## src/rtl/per_pkg.sv

```systemverilog
// Shared types and defaults for the PERIFERICO port arbiter.
// Pure declarations: no latency, no backpressure.
package per_pkg;

   typedef enum logic [2:0] {
      IDLE,
      SEND,
      RELEASE,
      DONE,
      ABORT,
      FAIL
   } per_state_e;

   localparam int DATA_W_DEF      = 4;
   localparam int SYNC_STAGES_DEF = 2;

endpackage

```

## src/rtl/per_arbiter_if.sv

```systemverilog
// Requester and peripheral signals of the arbiter; master = arbiter side.
// Wires only: no latency; requests are level-held until done/err.
interface per_arbiter_if #(
   parameter int N_REQ  = 2,
   parameter int DATA_W = 4
) ();

   logic [N_REQ-1:0]        req;
   logic [N_REQ*DATA_W-1:0] req_dados;
   logic [N_REQ-1:0]        gnt;
   logic [N_REQ-1:0]        done;
   logic [N_REQ-1:0]        err;
   logic                    busy;
   logic                    per_send;
   logic [DATA_W-1:0]       per_dados;
   logic                    per_ack;

   modport master (
      input  req, req_dados, per_ack,
      output gnt, done, err, busy, per_send, per_dados
   );

   modport slave (
      output req, req_dados, per_ack,
      input  gnt, done, err, busy, per_send, per_dados
   );

endinterface

```

## src/rtl/per_ack_sync.sv

```systemverilog
// Multi-flop synchronizer for the asynchronous per_ack line.
// Latency STAGES cycles; no backpressure.
module per_ack_sync #(
   parameter int STAGES = 2
) (
   input  logic clk,
   input  logic rst_n,
   input  logic d,
   output logic q
);

   logic [STAGES-1:0] ff;

   always_ff @(posedge clk or negedge rst_n) begin
      if (!rst_n) begin
         ff <= '0;
      end else begin
         ff <= {ff[STAGES-2:0], d};
      end
   end

   assign q = ff[STAGES-1];

endmodule

```

## src/rtl/per_arbiter.sv

```systemverilog
// Round-robin share of one 4-phase send/ack peripheral port; req to per_send 1 cycle.
// Requesters hold req until their done/err pulse; a stuck-high ack blocks new grants.
module per_arbiter
   import per_pkg::*;
#(
   parameter int N_REQ       = 2,
   parameter int DATA_W      = DATA_W_DEF,
   parameter int SYNC_STAGES = SYNC_STAGES_DEF,
   parameter int TIMEOUT     = 64
) (
   input  logic           per_clock,
   input  logic           per_reset,
   per_arbiter_if.master  bus
);

   localparam int IDX_W = $clog2(N_REQ);
   localparam int TMR_W = (TIMEOUT > 0) ? $clog2(TIMEOUT + 1) : 1;

   per_state_e        state;
   logic [IDX_W-1:0]  rr_ptr;
   logic [IDX_W-1:0]  pick;
   logic [TMR_W-1:0]  timer;
   logic [DATA_W-1:0] pick_dat;
   logic              ack_s;
   logic              timeout_hit;
   logic              timer_sat;

   // Descending scan so the requester closest to rr_ptr is the last to overwrite.
   function automatic logic [IDX_W-1:0] rr_pick(input logic [N_REQ-1:0] r,
                                               input logic [IDX_W-1:0] ptr);
      logic [IDX_W-1:0] w;
      int               j;
      w = ptr;
      for (int k = N_REQ - 1; k >= 0; k--) begin
         j = (int'(ptr) + k) % N_REQ;
         if (r[j]) w = IDX_W'(j);
      end
      return w;
   endfunction

   per_ack_sync #(.STAGES(SYNC_STAGES)) u_ack_sync (
      .clk   (per_clock),
      .rst_n (per_reset),
      .d     (bus.per_ack),
      .q     (ack_s)
   );

   assign pick        = rr_pick(bus.req, rr_ptr);
   assign pick_dat    = bus.req_dados[int'(pick)*DATA_W +: DATA_W];
   assign timeout_hit = (TIMEOUT != 0) && (timer == TMR_W'(TIMEOUT - 1));
   assign timer_sat   = (TIMEOUT == 0) || timeout_hit;
   assign bus.busy    = (state != IDLE);

   always_ff @(posedge per_clock or negedge per_reset) begin
      if (!per_reset) begin
         state         <= IDLE;
         rr_ptr        <= '0;
         timer         <= '0;
         bus.gnt       <= '0;
         bus.done      <= '0;
         bus.err       <= '0;
         bus.per_send  <= 1'b0;
         bus.per_dados <= '0;
      end else begin
         case (state)
            IDLE: begin
               if ((|bus.req) && !ack_s) begin
                  bus.gnt       <= N_REQ'(1) << pick;
                  bus.per_dados <= pick_dat;
                  bus.per_send  <= 1'b1;
                  rr_ptr        <= IDX_W'((int'(pick) + 1) % N_REQ);
                  timer         <= '0;
                  state         <= SEND;
               end
            end
            SEND: begin
               if (ack_s) begin
                  bus.per_send <= 1'b0;
                  timer        <= '0;
                  state        <= RELEASE;
               end else if (timeout_hit) begin
                  bus.per_send <= 1'b0;
                  state        <= ABORT;
               end else if (!timer_sat) begin
                  timer <= timer + TMR_W'(1);
               end
            end
            RELEASE: begin
               if (!ack_s) begin
                  bus.done <= bus.gnt;
                  state    <= DONE;
               end else if (timeout_hit) begin
                  bus.err <= bus.gnt;
                  state   <= FAIL;
               end else if (!timer_sat) begin
                  timer <= timer + TMR_W'(1);
               end
            end
            // A late ack must be released before the error is reported.
            ABORT: begin
               if (!ack_s) begin
                  bus.err <= bus.gnt;
                  state   <= FAIL;
               end
            end
            DONE, FAIL: begin
               bus.done <= '0;
               bus.err  <= '0;
               bus.gnt  <= '0;
               state    <= IDLE;
            end
            default: state <= IDLE;
         endcase
      end
   end

endmodule

```

## src/flat_wrapper.sv

```systemverilog
// flat-port wrapper written by rule: the top's interface ports become plain ports
module per_arbiter_flat import per_pkg::*;
#(
   parameter int N_REQ       = 2,
   parameter int DATA_W      = DATA_W_DEF,
   parameter int SYNC_STAGES = SYNC_STAGES_DEF,
   parameter int TIMEOUT     = 64
)
  (per_clock, per_reset, bus_req, bus_req_dados, bus_per_ack, bus_gnt, bus_done, bus_err, bus_busy, bus_per_send, bus_per_dados);
  per_arbiter_if #(.N_REQ(N_REQ), .DATA_W(DATA_W)) bus_i ();
  input  logic per_clock;
  input  logic per_reset;
  input wire logic [$bits(bus_i.req)-1:0] bus_req;
  input wire logic [$bits(bus_i.req_dados)-1:0] bus_req_dados;
  input wire logic [$bits(bus_i.per_ack)-1:0] bus_per_ack;
  output wire logic [$bits(bus_i.gnt)-1:0] bus_gnt;
  output wire logic [$bits(bus_i.done)-1:0] bus_done;
  output wire logic [$bits(bus_i.err)-1:0] bus_err;
  output wire logic [$bits(bus_i.busy)-1:0] bus_busy;
  output wire logic [$bits(bus_i.per_send)-1:0] bus_per_send;
  output wire logic [$bits(bus_i.per_dados)-1:0] bus_per_dados;
  assign bus_i.req = bus_req;
  assign bus_i.req_dados = bus_req_dados;
  assign bus_i.per_ack = bus_per_ack;
  assign bus_gnt = bus_i.gnt;
  assign bus_done = bus_i.done;
  assign bus_err = bus_i.err;
  assign bus_busy = bus_i.busy;
  assign bus_per_send = bus_i.per_send;
  assign bus_per_dados = bus_i.per_dados;
  per_arbiter #(.N_REQ(N_REQ), .DATA_W(DATA_W), .SYNC_STAGES(SYNC_STAGES), .TIMEOUT(TIMEOUT)) u_core (.per_clock(per_clock), .per_reset(per_reset), .bus(bus_i));
endmodule
```

## config.mk

```make
export PLATFORM = sky130hd
export DESIGN_NAME = per_arbiter_flat
export DESIGN_NICKNAME = d
export VERILOG_FILES = /design/src/rtl/per_pkg.sv /design/src/rtl/per_arbiter_if.sv /design/src/rtl/per_ack_sync.sv /design/src/rtl/per_arbiter.sv /design/src/flat_wrapper.sv
export SDC_FILE = /design/constraint.sdc
export NUM_CORES = 1
export LEC_CHECK = 0
export ABC_CLOCK_PERIOD_IN_PS = 3900
export CAP_MARGIN = 20
export CORE_MARGIN = 4
export CORE_UTILIZATION = 55
export CTS_CLUSTER_DIAMETER = 50
export DETAILED_ROUTE_END_ITERATION = 10
export HOLD_SLACK_MARGIN = 0.05
export MAX_ROUTING_LAYER = met4
export PLACE_DENSITY = 0.81
export SYNTH_ARGS = -nofsm -noshare
export SYNTH_HDL_FRONTEND = slang
export SYNTH_SLANG_ARGS = --single-unit
```

## constraint.sdc

```tcl
create_clock -name per_clock -period 3.9 [get_ports per_clock]
set_clock_uncertainty 0.1 [all_clocks]
set_input_delay 0.78 -clock per_clock [delete_from_list [all_inputs] [get_ports per_clock]]
set_output_delay 0.78 -clock per_clock [all_outputs]
set_load 0.01 [all_outputs]
```

==> flow_metrics.env, run 1 <==
export IMPL_ff2ff_setup_slack_ns=1.73
export IMPL_relative_slew_slack_pct=43.4
export IMPL_clock_path_buffers=2
export IMPL_irDropWorstVdd_mv=0.428
export IMPL_design_power_total_mw=1.05
export IMPL_holdBufCountCts=0
export IMPL_htreeDepth=1
export IMPL_start_util_pct=58.6
export IMPL_sw_frac_of_total_pct=35.8
export IMPL_port_buffers=24
export IMPL_slowest_delay_ns=0.61
export IMPL_tritoncts="done"
export IMPL_gr_total_overflow=0
export IMPL_global_route_usage_sum_pct=19.8
export IMPL_route_detailed_vias_per_inst=5.79
export IMPL_worstSetupStartpointType="flip-flop"
export IMPL_ys_warnings_count=0
export IMPL_commonest_non_fill_non_tap_cells_in_the_layout="sky130_fd_sc_hd__clkdlybuf4s50_1 (24), sky130_fd_sc_hd__dfrtp_1 (24), sky130_fd_sc_hd__nor2_1 (11)"
export IMPL_leakagePower_nw=0.665
export IMPL_grt_setup_unrepaired="no"
export IMPL_total_wirelength_um=2820
export IMPL_async_flop_share_pct=100
export IMPL_report_final_hold_viol_count=0
export IMPL_average_cell_area_after_synthesis_um2=9.99
export IMPL_grt_antenna_before_repair=0
export IMPL_drive_gt1_share_pct=9.80
export IMPL_globalplace_congestion=0.754
export IMPL_crit_path_cell_trace="or3_1 > clkdlybuf4s50_1"
export IMPL_wl_per_cell_um=15.6
export IMPL_synth_ff_latch_count=24
export IMPL_worstHoldStart="u_core.u_ack_sync.ff[0]$_DFF_PN0_"
export IMPL_max_cap_violations=0
export IMPL_cp_end_kind="output pin"
export IMPL_dp_worst_setup_slack_ns=1.28
export IMPL_route_detailed_drc=0
export IMPL_status="finished clean"
export IMPL_fp_dieW_um=56.8
export IMPL_synthFlopType="sky130_fd_sc_hd__dfrtp_1"
export IMPL_reg2regPathDepth=4
export IMPL_antenna_left=0
export IMPL_critical_path_top_delay_family="flip-flops"
export IMPL_min_period_ns=2.68
export IMPL_drt_iter0_drc=11
export IMPL_post_route_period_util_pct=68.8
export IMPL_timing_worst_slew_pin_value_ns=0.846
export IMPL_seqPwrFrac_pct=40.1
export IMPL_post_dp_hpwl_um=2040
export IMPL_first_global_vias=1102
export IMPL_cp_required_ns=3.02
export IMPL_clock_sinks=24
export IMPL_synth_edf_count=0
export IMPL_r2r_end="u_core.rr_ptr$_DFFE_PN0P_"
export IMPL_grt_first_pass_wirelength_um=4960
export IMPL_pwr_share_comb_pct=42.7
export IMPL_postLayoutCoreUtil_pct=71.7
export IMPL_final_nets=168
export IMPL_start_to_end_type_of_the_worst_setup_path="reg2out"
export IMPL_floorplan_rows=17
export IMPL_switchingPower_mw=0.376
export IMPL_area_growth_syn_to_layout_pct=22.4
export IMPL_power_density_nw_per_um2=655
export IMPL_die_height_um=56.8
export IMPL_tritoncts_num_buffers=3
export IMPL_synthDistinctLibCells=44
export IMPL_syn_area_um2=1310
export IMPL_synth_yosys_seq_area_share_pct=45.9
export IMPL_power_frac_clock_pct=17.1
export IMPL_detail_route_first_pass_iterations=4
export IMPL_number_of_instances_in_the_synthesized_netlist=131
export IMPL_holdCritPathClass="reg2reg"
export IMPL_grt_max_degree=25
export IMPL_placed_cells=176
export IMPL_cts_clk_slew_worst_paths_ns=0.13
export IMPL_placed_area_um2=1530
export IMPL_timing_hold_worst_path_depth=0
export IMPL_timing_setup_tns_ns=0
export IMPL_antenna_diode_count=0
export IMPL_synth_fp_nets=145
export IMPL_reg2reg_from="u_core.state[2]$_DFFE_PN0P_"
export IMPL_setup_viol=0
export IMPL_cts_repair_resized=0
export IMPL_clock_root_buffer="sky130_fd_sc_hd__clkbuf_4"
export IMPL_die_area_um2=3220
export IMPL_power_report_internal_total_mw=0.673
export IMPL_cp_buffers_inverters=1
export IMPL_max_clock_freq_mhz=373
export IMPL_core_um2=2230
export IMPL_io_pin_count=25
export IMPL_report_final_slew_viol_count=0
export IMPL_crit_slowest_cell="sky130_fd_sc_hd__dfrtp_1"
export IMPL_worst_ep_arrival_time_ns=1.80
export IMPL_final_instance_count_excl_fill=181
export IMPL_worstHoldEndpoint="u_core.u_ack_sync.ff[1]$_DFF_PN0_"
export IMPL_vias=1048
export IMPL_post_cts_buffers=0
export IMPL_critPathMaxFanout=16
export IMPL_clk_latency_ns=0.31
export IMPL_worst_slack_ns=1.22
export IMPL_finish_instance_area_um2=1600
export IMPL_worst_slack_on_hold_paths_ns=0.264
power by group through the flow:
stage | registers (mW) | logic [mW] | clock network, mW
global route | 0.438 | 0.495 | 0.195
floorplan | 0.412 | 0.289 | 0
detailed placement | 0.423 | 0.450 | 0
finish | 0.421 | 0.448 | 0.180
CTS | 0.419 | 0.452 | 0.185
global placement | 0.416 | 0.436 | 0
cells in the mapped netlist, drive strengths merged, types with 2 or more instances:
master / n / share of area [%]
a22o: 4 / 2.7
nand3: 2 / 0.76
mux2i: 8 / 6.1
nor2b: 3 / 1.4
o31ai: 5 / 3.3
nor2: 12 / 3.6
a211oi: 2 / 1.5
inv: 5 / 1.4
nor4: 2 / 1.4
or3: 5 / 2.4
nor3: 2 / 1.1
dfrtp: 24 / 46
o21ai: 6 / 2.3
nor3b: 2 / 1.5
a21o: 2 / 1.1
a21oi: 12 / 5.2
nand2b: 2 / 0.96
nand2: 10 / 2.9
o21a: 2 / 1.1
or2: 2 / 0.96
buf: 7 / 3.8
cell type report:
cell class	instances	area (µm²)
Clock buffer	3	22.5
Clock inverter	1	30.0
Fill cell	172	632
Inverter	5	18.8
Multi-Input combinational cell	95	639
Sequential cell	24	601
Tap cell	28	35.0
Timing Repair Buffer	25	255
worst max path at each step:
stage,cells past startpoint,from,endpoint,slack (ns)
3_5_place_dp,5,bus_req[1],u_core.rr_ptr$_DFFE_PN0P_,1.28
6_report,2,u_core.state[2]$_DFFE_PN0P_,bus_busy,1.22
3_3_place_gp,5,bus_req[0],u_core.timer[1]$_DFFE_PN0P_,1.31
4_1_cts,2,u_core.state[1]$_DFFE_PN0P_,bus_busy,1.20
5_1_grt,2,u_core.state[1]$_DFFE_PN0P_,bus_busy,1.13
2_1_floorplan,2,u_core.state[1]$_DFFE_PN0P_,bus_busy,2.06
registers in the layout (all words and copies together), names as in the netlist:
name and flops:
u_core.bus.done 2, u_core.bus.err 2, u_core.bus.gnt 2, u_core.bus.per_dados 4
u_core.bus.per_send 1, u_core.rr_ptr 1, u_core.state 3, u_core.timer 7
u_core.u_ack_sync.ff 2
metal layers:
layer | share of wire [%] | routed length (µm) | up-vias | GRT usage, %
met2 | 49 | 1380 | 20 | 31.8
met5 | 0 | 0 | - | -
met4 | 1.3 | 38 | 0 | 7.95
met1 | 46 | 1300 | 510 | 25.0
met3 | 3.4 | 97 | 5 | 2.99
li1 | - | - | 513 | -
logic make-up (layout without fill, tap and decap cells):
logic type	Yosys count	count (layout)	synth area share (%)
AOI/OAI and AO/OA	39	39	20.8
xor gates and xnor gates	1	1	0.669
adders and majority gates	2	2	1.72
buffers and inverters	12	34	5.26
DFF	24	24	45.9
muxes	8	8	6.12
and+or+nand+nor	45	45	19.5
(Power assumes the default switching activity.)
==> run 2: changes to the inputs <==
Settings changed: ABC_CLOCK_PERIOD_IN_PS 3900 to 2400, CORE_UTILIZATION 55 to 46, PLACE_DENSITY 0.81 to 0.72.
Clock period 3.9 ns to 2.4 ns, I/O delays scaled along.
==> flow_metrics.env, run 2 (same netlist as run 1, synthesis figures left out) <==
export IMPL_port_buffers=24
export IMPL_max_cap_violations=0
export IMPL_crit_slowest_cell="sky130_fd_sc_hd__clkdlybuf4s50_1"
export IMPL_tritoncts_num_buffers=3
export IMPL_reg2regPathDepth=5
export IMPL_largest_reg_flops=7
export IMPL_post_cts_buffers=0
export IMPL_worst_ep_arrival_time_ns=1.56
export IMPL_globalplace_congestion=0.788
export IMPL_cts_repair_resized=0
export IMPL_worstSetupStartpointType="flip-flop"
export IMPL_slowest_delay_ns=0.48
export IMPL_number_of_fill_cells_in_the_layout=236
export IMPL_area_growth_syn_to_layout_pct=22.7
export IMPL_leakagePower_nw=0.674
export IMPL_holdCritPathClass="reg2reg"
export IMPL_route_detailed_vias_per_inst=5.69
export IMPL_die_height_um=61.3
export IMPL_largest_registers="u_core.timer x7, u_core.bus.per_dados x4, u_core.state x3"
export IMPL_global_route_usage_sum_pct=16.4
export IMPL_irDropWorstVdd_mv=0.673
export IMPL_grt_setup_unrepaired="no"
export IMPL_drive_gt1_share_pct=12.1
export IMPL_htreeDepth=1
export IMPL_post_dp_hpwl_um=1880
export IMPL_cp_buffers_inverters=1
export IMPL_floorplan_rows=19
export IMPL_worstHoldEndpoint="u_core.u_ack_sync.ff[1]$_DFF_PN0_"
export IMPL_route_detailed_drc=0
export IMPL_worstHoldStart="u_core.u_ack_sync.ff[0]$_DFF_PN0_"
export IMPL_timing_hold_worst_path_depth=0
export IMPL_clk_latency_ns=0.32
export IMPL_relative_slew_slack_pct=66.4
export IMPL_antenna_diode_count=0
export IMPL_timing_worst_slew_pin_value_ns=0.503
export IMPL_clock_root_buffer="sky130_fd_sc_hd__clkbuf_4"
export IMPL_fp_dieW_um=61.3
export IMPL_io_pin_count=25
export IMPL_detail_route_first_pass_iterations=4
export IMPL_critical_path_top_delay_family="buffers and inverters"
export IMPL_crit_path_cell_trace="or3_1 > clkdlybuf4s50_1"
export IMPL_grt_first_pass_wirelength_um=4490
export IMPL_cp_end_kind="output pin"
export IMPL_gr_total_overflow=0
export IMPL_wl_per_cell_um=13.5
export IMPL_vias=1069
export IMPL_commonest_non_fill_non_tap_cells_in_the_layout="sky130_fd_sc_hd__clkdlybuf4s50_1 (24), sky130_fd_sc_hd__dfrtp_1 (24), sky130_fd_sc_hd__nor2_1 (11)"
export IMPL_die_area_um2=3760
export IMPL_tritoncts="done"
export IMPL_grt_antenna_before_repair=0
export IMPL_status="finished clean"
export IMPL_start_util_pct=47.9
export IMPL_critPathMaxFanout=2
export IMPL_drt_iter0_drc=37
export IMPL_design_power_total_mw=1.62
export IMPL_final_nets=173
export IMPL_worst_path_stages=2
export IMPL_ff2ff_setup_slack_ns=0.48
export IMPL_timing_setup_tns_ns=0
export IMPL_report_final_hold_viol_count=0
export IMPL_report_final_slew_viol_count=0
export IMPL_holdBufCountCts=0
export IMPL_total_wirelength_um=2540
export IMPL_reg2reg_from="u_core.u_ack_sync.ff[1]$_DFF_PN0_"
export IMPL_core_um2=2730
export IMPL_start_to_end_type_of_the_worst_setup_path="reg2out"
export IMPL_max_flop_register="u_core.timer"
export IMPL_clock_sinks=24
export IMPL_power_density_nw_per_um2=1010
export IMPL_setup_viol=0
export IMPL_min_period_ns=2.14
export IMPL_cts_clk_slew_worst_paths_ns=0.13
export IMPL_r2r_end="u_core.timer[3]$_DFFE_PN0P_"
export IMPL_max_clock_freq_mhz=468
export IMPL_first_global_vias=1075
export IMPL_cp_required_ns=1.82
export IMPL_grt_max_degree=25
export IMPL_post_route_period_util_pct=89.0
export IMPL_antenna_left=0
export IMPL_clock_path_buffers=2
-- run 2: stage by stage --
stage	hold slack, ns	util [%]	setup WS, ns	instances	instance area, µm²
after floorplan	0.0844	-	0.781	131	1310
after global placement	0.235	57.9	0.264	185	1580
after detailed placement	0.243	57.9	0.200	185	1580
after CTS	0.272	58.7	0.248	188	1610
after global routing	0.284	58.7	0.193	188	1610
final	0.270	58.7	0.264	188	1610
-- run 2: power breakdown --
part           internal [mW]  total [mW]  switching (mW)
registers              0.537       0.628          0.0910
logic                  0.424       0.807           0.383
clock network         0.0588       0.180           0.122
total                   1.02        1.62           0.596
-- run 2: worst max-delay path by stage --
stage | start | endpoint | slack (ns)
6_report | u_core.state[0]$_DFFE_PN0P_ | bus_busy | 0.26
5_1_grt | u_core.state[0]$_DFFE_PN0P_ | bus_busy | 0.19
4_1_cts | u_core.state[0]$_DFFE_PN0P_ | bus_busy | 0.25
3_5_place_dp | bus_req[1] | u_core.timer[3]$_DFFE_PN0P_ | 0.20
3_3_place_gp | bus_req[1] | u_core.timer[3]$_DFFE_PN0P_ | 0.26
2_1_floorplan | u_core.timer[0]$_DFFE_PN0P_ | u_core.state[0]$_DFFE_PN0P_ | 0.78
-- run 2: routing by layer --
layer	share of wire (%)	track usage, %
met1	44	19.1
met2	49	26.9
met3	5.2	3.56
met4	1.8	7.27
met5	0	-
-- run 2: cell type report --
cell class	count	area, µm²	share of cell area [%]
Multi-Input combinational cell	95	639	39.8
Sequential cell	24	601	37.4
Timing Repair Buffer	30	285	17.8
Tap cell	31	38.8	2.42
Clock buffer	3	22.5	1.40
Inverter	5	18.8	1.17
==> run 3: changes to the inputs <==
Settings changed: GPL_TIMING_DRIVEN set to 0.
==> flow_metrics.env, run 3 (same netlist as run 1, synthesis figures left out) <==
export IMPL_status="finished clean"
export IMPL_die_area_um2=3760
export IMPL_grt_antenna_before_repair=0
export IMPL_wl_per_cell_um=14.2
export IMPL_commonest_non_fill_non_tap_cells_in_the_layout="sky130_fd_sc_hd__clkdlybuf4s50_1 (24), sky130_fd_sc_hd__dfrtp_1 (23), sky130_fd_sc_hd__nor2_1 (11)"
export IMPL_start_util_pct=47.9
export IMPL_report_final_hold_viol_count=0
export IMPL_total_wirelength_um=2750
export IMPL_global_route_usage_sum_pct=16.1
export IMPL_io_pin_count=25
export IMPL_critPathMaxFanout=10
export IMPL_port_buffers=24
export IMPL_vias=1091
export IMPL_largest_reg_flops=7
export IMPL_drive_gt1_share_pct=16.0
export IMPL_setup_viol=0
export IMPL_max_clock_freq_mhz=429
export IMPL_largest_registers="u_core.timer x7, u_core.bus.per_dados x4, u_core.state x3"
export IMPL_gr_total_overflow=0
export IMPL_leakagePower_nw=0.716
export IMPL_first_global_vias=999
export IMPL_antenna_diode_count=0
export IMPL_grt_max_degree=25
export IMPL_relative_slew_slack_pct=64.7
export IMPL_detail_route_first_pass_iterations=4
export IMPL_cp_end_kind="output pin"
export IMPL_tritoncts="done"
export IMPL_power_density_nw_per_um2=1060
export IMPL_start_to_end_type_of_the_worst_setup_path="reg2out"
export IMPL_max_cap_violations=0
export IMPL_globalplace_congestion=0.811
export IMPL_post_dp_hpwl_um=2030
export IMPL_design_power_total_mw=1.77
export IMPL_cts_clk_slew_worst_paths_ns=0.14
export IMPL_worst_ep_arrival_time_ns=1.75
export IMPL_fp_dieW_um=61.3
export IMPL_irDropWorstVdd_mv=0.728
export IMPL_route_detailed_drc=0
export IMPL_grt_first_pass_wirelength_um=4380
export IMPL_tritoncts_num_buffers=3
export IMPL_holdCritPathClass="reg2reg"
export IMPL_crit_path_cell_trace="buf_2 > or3_1 > clkdlybuf4s50_1"
export IMPL_holdBufCountCts=0
export IMPL_crit_slowest_cell="sky130_fd_sc_hd__clkdlybuf4s50_1"
export IMPL_clock_root_buffer="sky130_fd_sc_hd__clkbuf_4"
export IMPL_clock_path_buffers=2
export IMPL_slowest_delay_ns=0.48
export IMPL_core_um2=2730
export IMPL_cp_required_ns=1.82
export IMPL_post_route_period_util_pct=97.0
export IMPL_route_detailed_vias_per_inst=5.62
export IMPL_max_flop_register="u_core.timer"
export IMPL_htreeDepth=1
export IMPL_grt_setup_unrepaired="no"
export IMPL_timing_setup_tns_ns=0
export IMPL_timing_worst_slew_pin_value_ns=0.528
export IMPL_worstSetupStartpointType="flip-flop"
export IMPL_drt_iter0_drc=28
export IMPL_antenna_left=0
export IMPL_area_growth_syn_to_layout_pct=28.3
export IMPL_floorplan_rows=19
export IMPL_final_common_cell="sky130_fd_sc_hd__clkdlybuf4s50_1"
export IMPL_die_height_um=61.3
export IMPL_clock_sinks=24
export IMPL_final_nets=178
export IMPL_clk_latency_ns=0.31
export IMPL_min_period_ns=2.33
export IMPL_report_final_slew_viol_count=0
run 3: cell count changes in the layout (fill, tap and decap cells not counted):
| cell | before | now |
|---|---|---|
| sky130_fd_sc_hd__buf_2 | 0 | 4 |
| sky130_fd_sc_hd__buf_4 | 6 | 4 |
| sky130_fd_sc_hd__buf_6 | 0 | 2 |
| sky130_fd_sc_hd__buf_8 | 0 | 1 |
| sky130_fd_sc_hd__bufinv_16 | 0 | 1 |
| sky130_fd_sc_hd__dfrtp_1 | 24 | 23 |
| sky130_fd_sc_hd__dfrtp_2 | 0 | 1 |
run 3: report_power, final:
part / switching [mW] / internal (mW) / leakage, nW
logic: 0.405 / 0.450 / 0.389
clock network: 0.125 / 0.169 / 0.0279
registers: 0.0881 / 0.537 / 0.299
run 3: path summary, 6_finish.rpt:
check	slack (ns)	cells past startpoint	end	from
min in group asynchronous	0.39	1	u_core.timer[2]$_DFFE_PN0P_	per_reset
hold reg to reg	0.27	0	u_core.u_ack_sync.ff[1]$_DFF_PN0_	u_core.u_ack_sync.ff[0]$_DFF_PN0_
setup / recovery	0.07	3	bus_busy	u_core.state[1]$_DFFE_PN0P_
hold / removal	0.27	0	u_core.u_ack_sync.ff[1]$_DFF_PN0_	u_core.u_ack_sync.ff[0]$_DFF_PN0_
max in group asynchronous	1.33	2	u_core.bus.per_dados[1]$_DFFE_PN0P_	per_reset
setup reg to reg	0.53	6	u_core.state[0]$_DFFE_PN0P_	u_core.timer[1]$_DFFE_PN0P_
run 3: metal layers:
metal	share of wire (%)	vias to the layer above	GRT usage [%]	wire (µm)
met3	4.1	0	2.52	112
li1	-	536	-	-
met4	0	0	4.55	0
met2	47	23	24.5	1310
met5	0	-	-	0
met1	48	532	22.3	1330
run 3: timing repair:
item                       in CTS  in global routing
setup endpoints to repair       1                  1
cloned                          0                  0
hold endpoints to repair        0                  0
resized for setup               1                  0
setup buffers                   2                  1
run 3: final cells by class:
cell class	count	area (µm²)
multi-input cells	95	639
plain buffers	7	50.0
inverters	5	18.8
well taps	31	38.8
flip-flops and latches	24	602
clock inverters	1	30.0
clock buffers	3	22.5
repair buffers	28	278
fillers	242	1050
run 3: per-stage QoR:
| step | util (%) | worst slack, ns | cells | hold slack [ns] | cell area [µm²] |
|---|---|---|---|---|---|
| CTS | 60.6 | 0.0106 | 192 | 0.267 | 1660 |
| global route | 61.4 | 0.00432 | 194 | 0.286 | 1680 |
| finish | 61.4 | 0.0712 | 194 | 0.266 | 1680 |
| detailed placement | 58.1 | 0.284 | 186 | 0.235 | 1590 |
| global placement | 58.1 | 0.293 | 186 | 0.237 | 1590 |
| floorplan | - | 0.781 | 131 | 0.0844 | 1310 |
run 3: worst max-delay path, delay by kind of cell (launching register included):
kind,cells,cell delay [ns]
buffers and inverters,2,0.66
flip-flops,1,0.41
AND/OR/NAND/NOR,1,0.36
